**src/rtl/antares_mem_arbiter.sv**
```systemverilog
// ============================================================================
//  Module      : antares_mem_arbiter
//  Description : Shares one single-port memory / bus slave between the core
//                instruction port (iport) and data port (dport). The winning
//                request is registered onto the slave interface and held for
//                the whole transaction. Ready and error are routed back to the
//                granted master in the same cycle the slave answers. A busy
//                watchdog aborts a transaction that the slave never completes.
//  Revision    : 1.0 - initial release
// ----------------------------------------------------------------------------
//  Parameters
//    RR_ENABLE       1 = round-robin on simultaneous requests,
//                    0 = fixed priority (dport always wins a tie)
//    TIMEOUT_CYCLES  busy cycles allowed before aborting with error
//                    (0 disables the watchdog)
//  Ports
//    clk, rst                 clock, synchronous active-high reset
//    iport_address/data_i/wr/enable   instruction master request
//    iport_data_o/ready/error         instruction master response
//    dport_address/data_i/wr/enable   data master request
//    dport_data_o/ready/error         data master response
//    mem_address/data_o/wr/enable     registered slave request
//    mem_data_i/ready/error           slave response
// ============================================================================
`default_nettype none

module antares_mem_arbiter #(
    parameter int RR_ENABLE      = 1,
    parameter int TIMEOUT_CYCLES = 1024
) (
    input  logic        clk,
    input  logic        rst,

    // Instruction master
    input  logic [31:0] iport_address,
    input  logic [31:0] iport_data_i,
    input  logic [3:0]  iport_wr,
    input  logic        iport_enable,
    output logic [31:0] iport_data_o,
    output logic        iport_ready,
    output logic        iport_error,

    // Data master
    input  logic [31:0] dport_address,
    input  logic [31:0] dport_data_i,
    input  logic [3:0]  dport_wr,
    input  logic        dport_enable,
    output logic [31:0] dport_data_o,
    output logic        dport_ready,
    output logic        dport_error,

    // Shared slave
    output logic [31:0] mem_address,
    output logic [31:0] mem_data_o,
    output logic [3:0]  mem_wr,
    output logic        mem_enable,
    input  logic [31:0] mem_data_i,
    input  logic        mem_ready,
    input  logic        mem_error
);

    // ------------------------------------------------------------------------
    // Constants
    // ------------------------------------------------------------------------
    // The counter only has to reach TIMEOUT_CYCLES-1, so clog2 bits suffice.
    localparam int c_CNT_W = (TIMEOUT_CYCLES > 1) ? $clog2(TIMEOUT_CYCLES) : 1;
    localparam logic [c_CNT_W-1:0] c_CNT_LAST =
        (TIMEOUT_CYCLES > 0) ? c_CNT_W'(TIMEOUT_CYCLES - 1) : '0;
    localparam logic c_TO_EN = (TIMEOUT_CYCLES != 0);
    localparam logic c_RR_EN = (RR_ENABLE != 0);

    typedef enum logic [1:0] {
        S_IDLE   = 2'd0,
        S_BUSY_I = 2'd1,
        S_BUSY_D = 2'd2
    } state_t;

    // ------------------------------------------------------------------------
    // State
    // ------------------------------------------------------------------------
    state_t             r_state;
    logic [31:0]        r_mem_address;
    logic [31:0]        r_mem_data_o;
    logic [3:0]         r_mem_wr;
    logic               r_mem_enable;
    logic [c_CNT_W-1:0] r_cnt;
    logic               r_last_d;      // 1 = last grant went to dport

    // ------------------------------------------------------------------------
    // Combinational decode
    // ------------------------------------------------------------------------
    logic w_busy;
    logic w_busy_i;
    logic w_busy_d;
    logic w_timeout_hit;
    logic w_done;
    logic w_grant_d;
    logic w_grant_i;

    assign w_busy   = (r_state != S_IDLE);
    assign w_busy_i = (r_state == S_BUSY_I);
    assign w_busy_d = (r_state == S_BUSY_D);

    // A slave answer in the last allowed cycle wins over the watchdog.
    assign w_timeout_hit = c_TO_EN && w_busy && (r_cnt == c_CNT_LAST)
                           && !mem_ready && !mem_error;

    assign w_done = w_busy && (mem_ready || mem_error || w_timeout_hit);

    // dport wins unless iport is also asking and round-robin says it is
    // iport's turn (dport took the previous grant).
    assign w_grant_d = dport_enable && (!iport_enable || !c_RR_EN || !r_last_d);
    assign w_grant_i = iport_enable && !w_grant_d;

    // ------------------------------------------------------------------------
    // Arbitration FSM with registered slave request
    // ------------------------------------------------------------------------
    always_ff @(posedge clk) begin
        if (rst) begin
            r_state       <= S_IDLE;
            r_mem_address <= '0;
            r_mem_data_o  <= '0;
            r_mem_wr      <= '0;
            r_mem_enable  <= 1'b0;
            r_cnt         <= '0;
            r_last_d      <= 1'b0;
        end else begin
            case (r_state)
                S_IDLE: begin
                    r_cnt <= '0;
                    if (w_grant_d) begin
                        r_mem_address <= dport_address;
                        r_mem_data_o  <= dport_data_i;
                        r_mem_wr      <= dport_wr;
                        r_mem_enable  <= 1'b1;
                        r_last_d      <= 1'b1;
                        r_state       <= S_BUSY_D;
                    end else if (w_grant_i) begin
                        r_mem_address <= iport_address;
                        r_mem_data_o  <= iport_data_i;
                        r_mem_wr      <= iport_wr;
                        r_mem_enable  <= 1'b1;
                        r_last_d      <= 1'b0;
                        r_state       <= S_BUSY_I;
                    end
                end

                S_BUSY_I, S_BUSY_D: begin
                    // Request fields stay frozen; masters are ignored here.
                    if (w_done) begin
                        r_mem_enable <= 1'b0;
                        r_cnt        <= '0;
                        r_state      <= S_IDLE;
                    end else begin
                        r_cnt <= r_cnt + c_CNT_W'(1);
                    end
                end

                default: begin
                    r_mem_enable <= 1'b0;
                    r_cnt        <= '0;
                    r_state      <= S_IDLE;
                end
            endcase
        end
    end

    // ------------------------------------------------------------------------
    // Outputs
    // ------------------------------------------------------------------------
    assign mem_address  = r_mem_address;
    assign mem_data_o   = r_mem_data_o;
    assign mem_wr       = r_mem_wr;
    assign mem_enable   = r_mem_enable;

    // Read data is broadcast; only the granted port sees ready/error.
    assign iport_data_o = mem_data_i;
    assign dport_data_o = mem_data_i;

    assign iport_ready  = w_busy_i && mem_ready;
    assign iport_error  = w_busy_i && (mem_error || w_timeout_hit);
    assign dport_ready  = w_busy_d && mem_ready;
    assign dport_error  = w_busy_d && (mem_error || w_timeout_hit);

endmodule

`default_nettype wire

```
**config.mk**
```make
export PLATFORM = sky130hd
export DESIGN_NAME = antares_mem_arbiter
export DESIGN_NICKNAME = d
export VERILOG_FILES = /design/src/rtl/antares_mem_arbiter.sv
export SDC_FILE = /design/constraint.sdc
export NUM_CORES = 1
export LEC_CHECK = 0
export CAP_MARGIN = 0
export CORE_AREA = 2 2 119 121
export CTS_BUF_LIST = sky130_fd_sc_hd__clkbuf_8
export DETAILED_ROUTE_END_ITERATION = 8
export DIE_AREA = 0 0 121 123
export MAX_ROUTING_LAYER = met4
export PLACE_DENSITY_LB_ADDON = 0.25
export SLEW_MARGIN = 5
export SYNTH_ARGS = -nofsm -noshare
export SYNTH_HDL_FRONTEND = slang
export SYNTH_SLANG_ARGS = --single-unit
```
**constraint.sdc**
```tcl
create_clock -name clk -period 2.3 [get_ports clk]
set_input_delay 0.23 -clock clk [delete_from_list [all_inputs] [get_ports clk]]
set_output_delay 0.23 -clock clk [all_outputs]
set_load 0.1 [all_outputs]
```
; Word-level counts from Yosys, hierarchy flattened
; Cells that the tools add are included.
; Widths: inputs -> output; s select.
[totals]
ram_bits = 0
out_inout_bits = 137
ff_bits = 82
memories = 0
romBits = 0
latchBits = 0
[classes]
reduce_logical = 26
n_eq_ne = 5
n_lt_le_gt_ge = 0
multipliers = 0
n_bitwise = 1
div_mod_pow = 0
n_mux = 16
shift = 0
n_addsub = 1
[op_table]
columns = cell, count
row1 = $mux 32, 4
row2 = $add 10x1->10 const B, 1
row3 = $eq 10x10->1 const B, 1
row4 = $logic_and 1x1->1, 10
row5 = $mux 4, 2
row6 = $mux 2, 3
row7 = $logic_not 1->1, 5
row8 = $mux 1, 5
row9 = $logic_or 1x1->1, 4
row10 = $pmux 2 s2, 1
row11 = $reduce_and 2->1, 2
row12 = $reduce_bool 2->1, 2
row13 = $ne 3x3->1 const B, 1
row14 = $reduce_or 3->1, 1
row15 = $eq 2x1->1 const B, 1
row16 = $eq 2x2->1 const B, 1
row17 = $logic_not 2->1, 1
row18 = $ne 2x2->1 const B, 1
row19 = $pmux 1 s2, 1
row20 = $reduce_or 2->1, 1
row21 = $not 1->1, 1

; Logic depth before layout (Yosys ltp)
[logic_depth]
word_depth = 8
ltp_mapped = 7
mapped_depth_nobuf = 6

; Least setup slack after synthesis
; No wires, ideal clock.
[synth_path]
path_type = reg-to-output
startpoint = register r_state[0]
endpoint = output dport_error
slack_ns = -0.034
stages_incl_launch_ff = 6
t_arrival_ns = 2.104
path_buffers = 0
path_cell_list = dfxtp_1 -> inv_1 -> ha_1 -> or4_4 -> o21bai_1 -> and2_1
[synth_between]
elab_chain_len = 6
elab_cells_between_ends = 7
classes_between = 1 x eq/ne / 6 x reduce/logical
[synth_rtl]
columns = element, line_no
row1 = start: declaration, 81  ; state_t r_state;
row2 = start signal: assignment, 120  ; r_state <= S_IDLE;
row3 = start signal: assignment, 137  ; r_state <= S_BUSY_D;
row4 = start signal: assignment, 144  ; r_state <= S_BUSY_I;
row5 = $reduce_bool 2->1, 100  ; assign w_busy = (r_state != S_IDLE);
row6 = $logic_and 1x1->1, 105  ; assign w_timeout_hit = c_TO_EN && w_busy && (r_cnt == c_CNT_LAST)
row7 = $logic_and 1x1->1 (2 in series), 106  ; && !mem_ready && !mem_error;
row8 = $logic_or 1x1->1, 183  ; assign dport_error = w_busy_d && (mem_error || w_timeout_hit);
row9 = $logic_and 1x1->1 (*), 183
row10 = end: declaration, 50  ; output logic dport_error,
; Mark *: on every way between the ends. The rest lies on a longest branch, timed or not.

; Worst setup path in the final report
[layout_path]
startpoint = register r_cnt[0]
endpoint = output iport_error
[layout_between]
elab_chain_len = 6
[layout_rtl]
columns = element, line_no
row1 = start: declaration, 86  ; logic [c_CNT_W-1:0] r_cnt;
row2 = start signal: assignment, 155  ; r_cnt <= r_cnt + c_CNT_W'(1);
row3 = $eq 10x10->1, 105
row4 = $logic_and 1x1->1, 105
row5 = $logic_and 1x1->1 (2 in series), 106
row6 = $logic_or 1x1->1, 181  ; assign iport_error = w_busy_i && (mem_error || w_timeout_hit);
row7 = $logic_and 1x1->1, 181
row8 = end: declaration, 41  ; output logic iport_error,
; Every way passes these cells.

==> results <==
-- final cells by class --
type | instances | area share [%]
clock inverters | 4 | 0.249
flip-flops and latches | 82 | 27.3
repair buffers | 222 | 34.7
clock buffers | 10 | 2.29
multi-input cells | 270 | 31.5
inverters | 3 | 0.187
well taps | 180 | 3.74
-- power breakdown --
part           internal, uW  leakage (uW)  switching (uW)  total (uW)
combinational           942       0.00174            2680        3620
clock                   395     0.0000932             484         879
sequential             1710      0.000682             149        1860
total                  3040       0.00252            3320        6360
-- how the worst max path moves through the flow --
stage | startpoint | endpoint | cells after the start
2_1_floorplan | r_state[0] | dport_error | 5
4_1_cts | r_cnt[0] | iport_error | 6
6_report | r_cnt[0] | iport_error | 6
3_3_place_gp | r_state[0] | iport_error | 6
5_1_grt | r_cnt[0] | iport_error | 6
3_5_place_dp | r_state[0] | iport_error | 6
-- what timing repair did --
item                                    4_1_cts  5_1_grt
pin swaps                                     3        0
endpoints found under the setup margin        2        2
resized for setup                            12        1
setup buffers                                 2        0
-- synth_stat cells (all sizes together), types with 4 or more instances --
cell    instances  area (sq um)
a21oi           5          28.8
clkbuf          9          33.8
buf            87           629
and2            4          25.0
dfxtp          82          1640
nor2           81           304
a211oi         68           510
o21ai           6          30.0
mux2i          68           681
ha              4          50.1
nand2           6          22.5
nand3           6          30.0
-- kinds of logic after synthesis --
kind of cell	count (synthesis)	synth area share, %
DFF	82	39.4
adders and majority gates	4	1.20
xor gates and xnor gates	6	1.26
and+or+nand+nor	108	10.9
muxes	68	16.3
AOI/OAI and AO/OA	84	14.7
buffers and inverters	99	16.2
-- critical path, cell delays in order, from the launching register on --
cell      delay [ps]
dfxtp_2          360
ha_4             150
nand2_1           70
or4_4            550
o21bai_2         170
and2_4           170
buf_12           160
-- routing by layer --
layer / global-route usage [%] / vias up / part of all wire, %
met5: - / - / 0
met4: 8.87 / 0 / 3.1
met3: 4.01 / 38 / 8.2
met2: 25.3 / 171 / 51
met1: 15.4 / 1551 / 38
li1: - / 1795 / -
-- through the flow --
| stage | total power [uW] | area [sq um] | cells | utilization (%) |
|---|---|---|---|---|
| global placement | 5470 | 5820 | 755 | 42.8 |
| CTS | 6440 | 6020 | 771 | 44.2 |
| finish | 6360 | 6020 | 771 | 44.3 |
| detailed placement | 5500 | 5820 | 755 | 42.8 |
| global route | 6670 | 6020 | 771 | 44.3 |
| floorplan | 5140 | 4170 | 451 | - |
-- cells in the final DEF (no fill, tap or decap), types with 3 or more instances in the layout --
master           netlist  routed
a211oi_1              68      68
a21oi_1                4       4
and3_1                 3       3
buf_12                 1       6
buf_4                 70      75
clkbuf_8               0      10
clkdlybuf4s50_1        0     140
dfxtp_1               82      78
dfxtp_2                0       4
inv_1                  2       4
inv_2                  1       3
mux2i_1               68      68
nand2_1                6       6
nand3_1                6       6
nor2_1                81      81
o21ai_0                4       4
xnor2_1                3       3
xor2_1                 3       3
-- registers in the layout (all words and copies together), names as in the netlist --
register and flops:
mem_enable 1, r_cnt 10, mem_address 32, r_last_d 1, r_state 2, mem_wr 4
mem_data_o 32
==> impl_metrics.toml <==
[sta]
finalClockSkew_ps = 5.95
worst_hold_slack_ps = 262
setup_slack_ps = 86.3
setup_viol = 0
finalHoldViolCount = 0
maxSlewHeadroom_pct = 65.1
tns_ps = 0
least_margin_pin_slew_ps = 518
rsz0062_at_grt = "false"
fmax_mhz = 452
finalCriticalPeriod_ps = 2210
slew_violations = 0
final.period_utilization_pct = 96.2

[drt]
wl_per_cell_microns = 14.3
via_count = 3555
postRouteWirelength_mm = 11.0
detail_route.drc_violations = 0
detailedRoute.firstIterationViolations = 149
drtPass1Iterations = 4
antenna_left = 0
route.detailed.vias_per_inst = 4.61

[finish]
filler_cell_count = 1364
diodes = 0
final_layout_size_suffix_gt1_share_pct = 18.3
layout-area-overhead-vs-synth_pct = 44.6
finish.net_count = 766
multi_input_area_sq_mm = 0.00190
regArea_sq_mm = 0.00165

[floorplanning]
design.portCount = 311
effective_utilization_at_floorplan_pct = 30.6
rows = 43
fp.dieArea_sq_mm = 0.0149
floorplan.die.height_microns = 123
die_x_microns = 121
core_footprint_sq_mm = 0.0136

[critical_path]
worst_ep_arrival_time_ps = 1980
critical_path.startpoint_type = "register"
timing.reg2reg.worst_path_depth = 6
critPathRequiredTime_ps = 2070
crit-reg2reg-launch = "r_cnt[0]"
rrSetupSlack_ps = 570
r2r_end = "r_state[0]"
crit_path_max_fanout = 3
worstSetupPathType = "reg -> out"
setup.worst_path.end_class = "output port"

[logic_synthesis]
postSynthCellCount = 451
synth_area_sq_mm = 0.00417
ys_seq_elements = 82
syn_avg_cell_area_sq_um = 9.24
synth-main-ff-cell = "dfxtp_1"
number_of_nets_in_the_synthesized_netlist = 629
yosysWarnings = 0
ys_types = 34
post_synth_edffs = 0
synth_async_sr_flop_share_pct = 0
synth.yosys.seq_area_share_pct = 39.4

[pwr]
power.leakage_uw = 0.00252
vdd_drop_max_mv = 0.453
power_density_over_cell_area_mw_per_mm2 = 1060

[clocking]
htree_levels = 3
cts_tree = "yes"
cts_inserted_buffers = 9
max-clock-path-buffers = 2
clkSinkCount = 82
clk_pin_slew_ps = 80
clk_root_buffer_cell = "clkbuf_8"
clock_latency_ps = 350
hold_fix_buffers_cts = 0

[outcome]
status = "complete, no violations"

[flow_run]
maximum_capacitance_violations = 0

[worst_hold_path]
hold_end = "mem_address[1]"
hold_path.startpoint = "rst"
hold_path.class = "in -> reg"
min_delay_path_depth = 2

[global_routing]
first_global_vias = 3480
gr-total-overflow = 0
antenna_violations_before_repair = 0
grt_start_max_net_pins = 71
grt_first_pass_wirelength_mm = 16.7
gr-usage-all-layers_pct = 14.9

[placement]
gp_congestion = 0.811
port_buffers = 214
place.detailed.hpwl_mm = 8.36
placement.setup.worst_slack_ps = 256
Note: power is estimated with default switching activity, not from simulation.
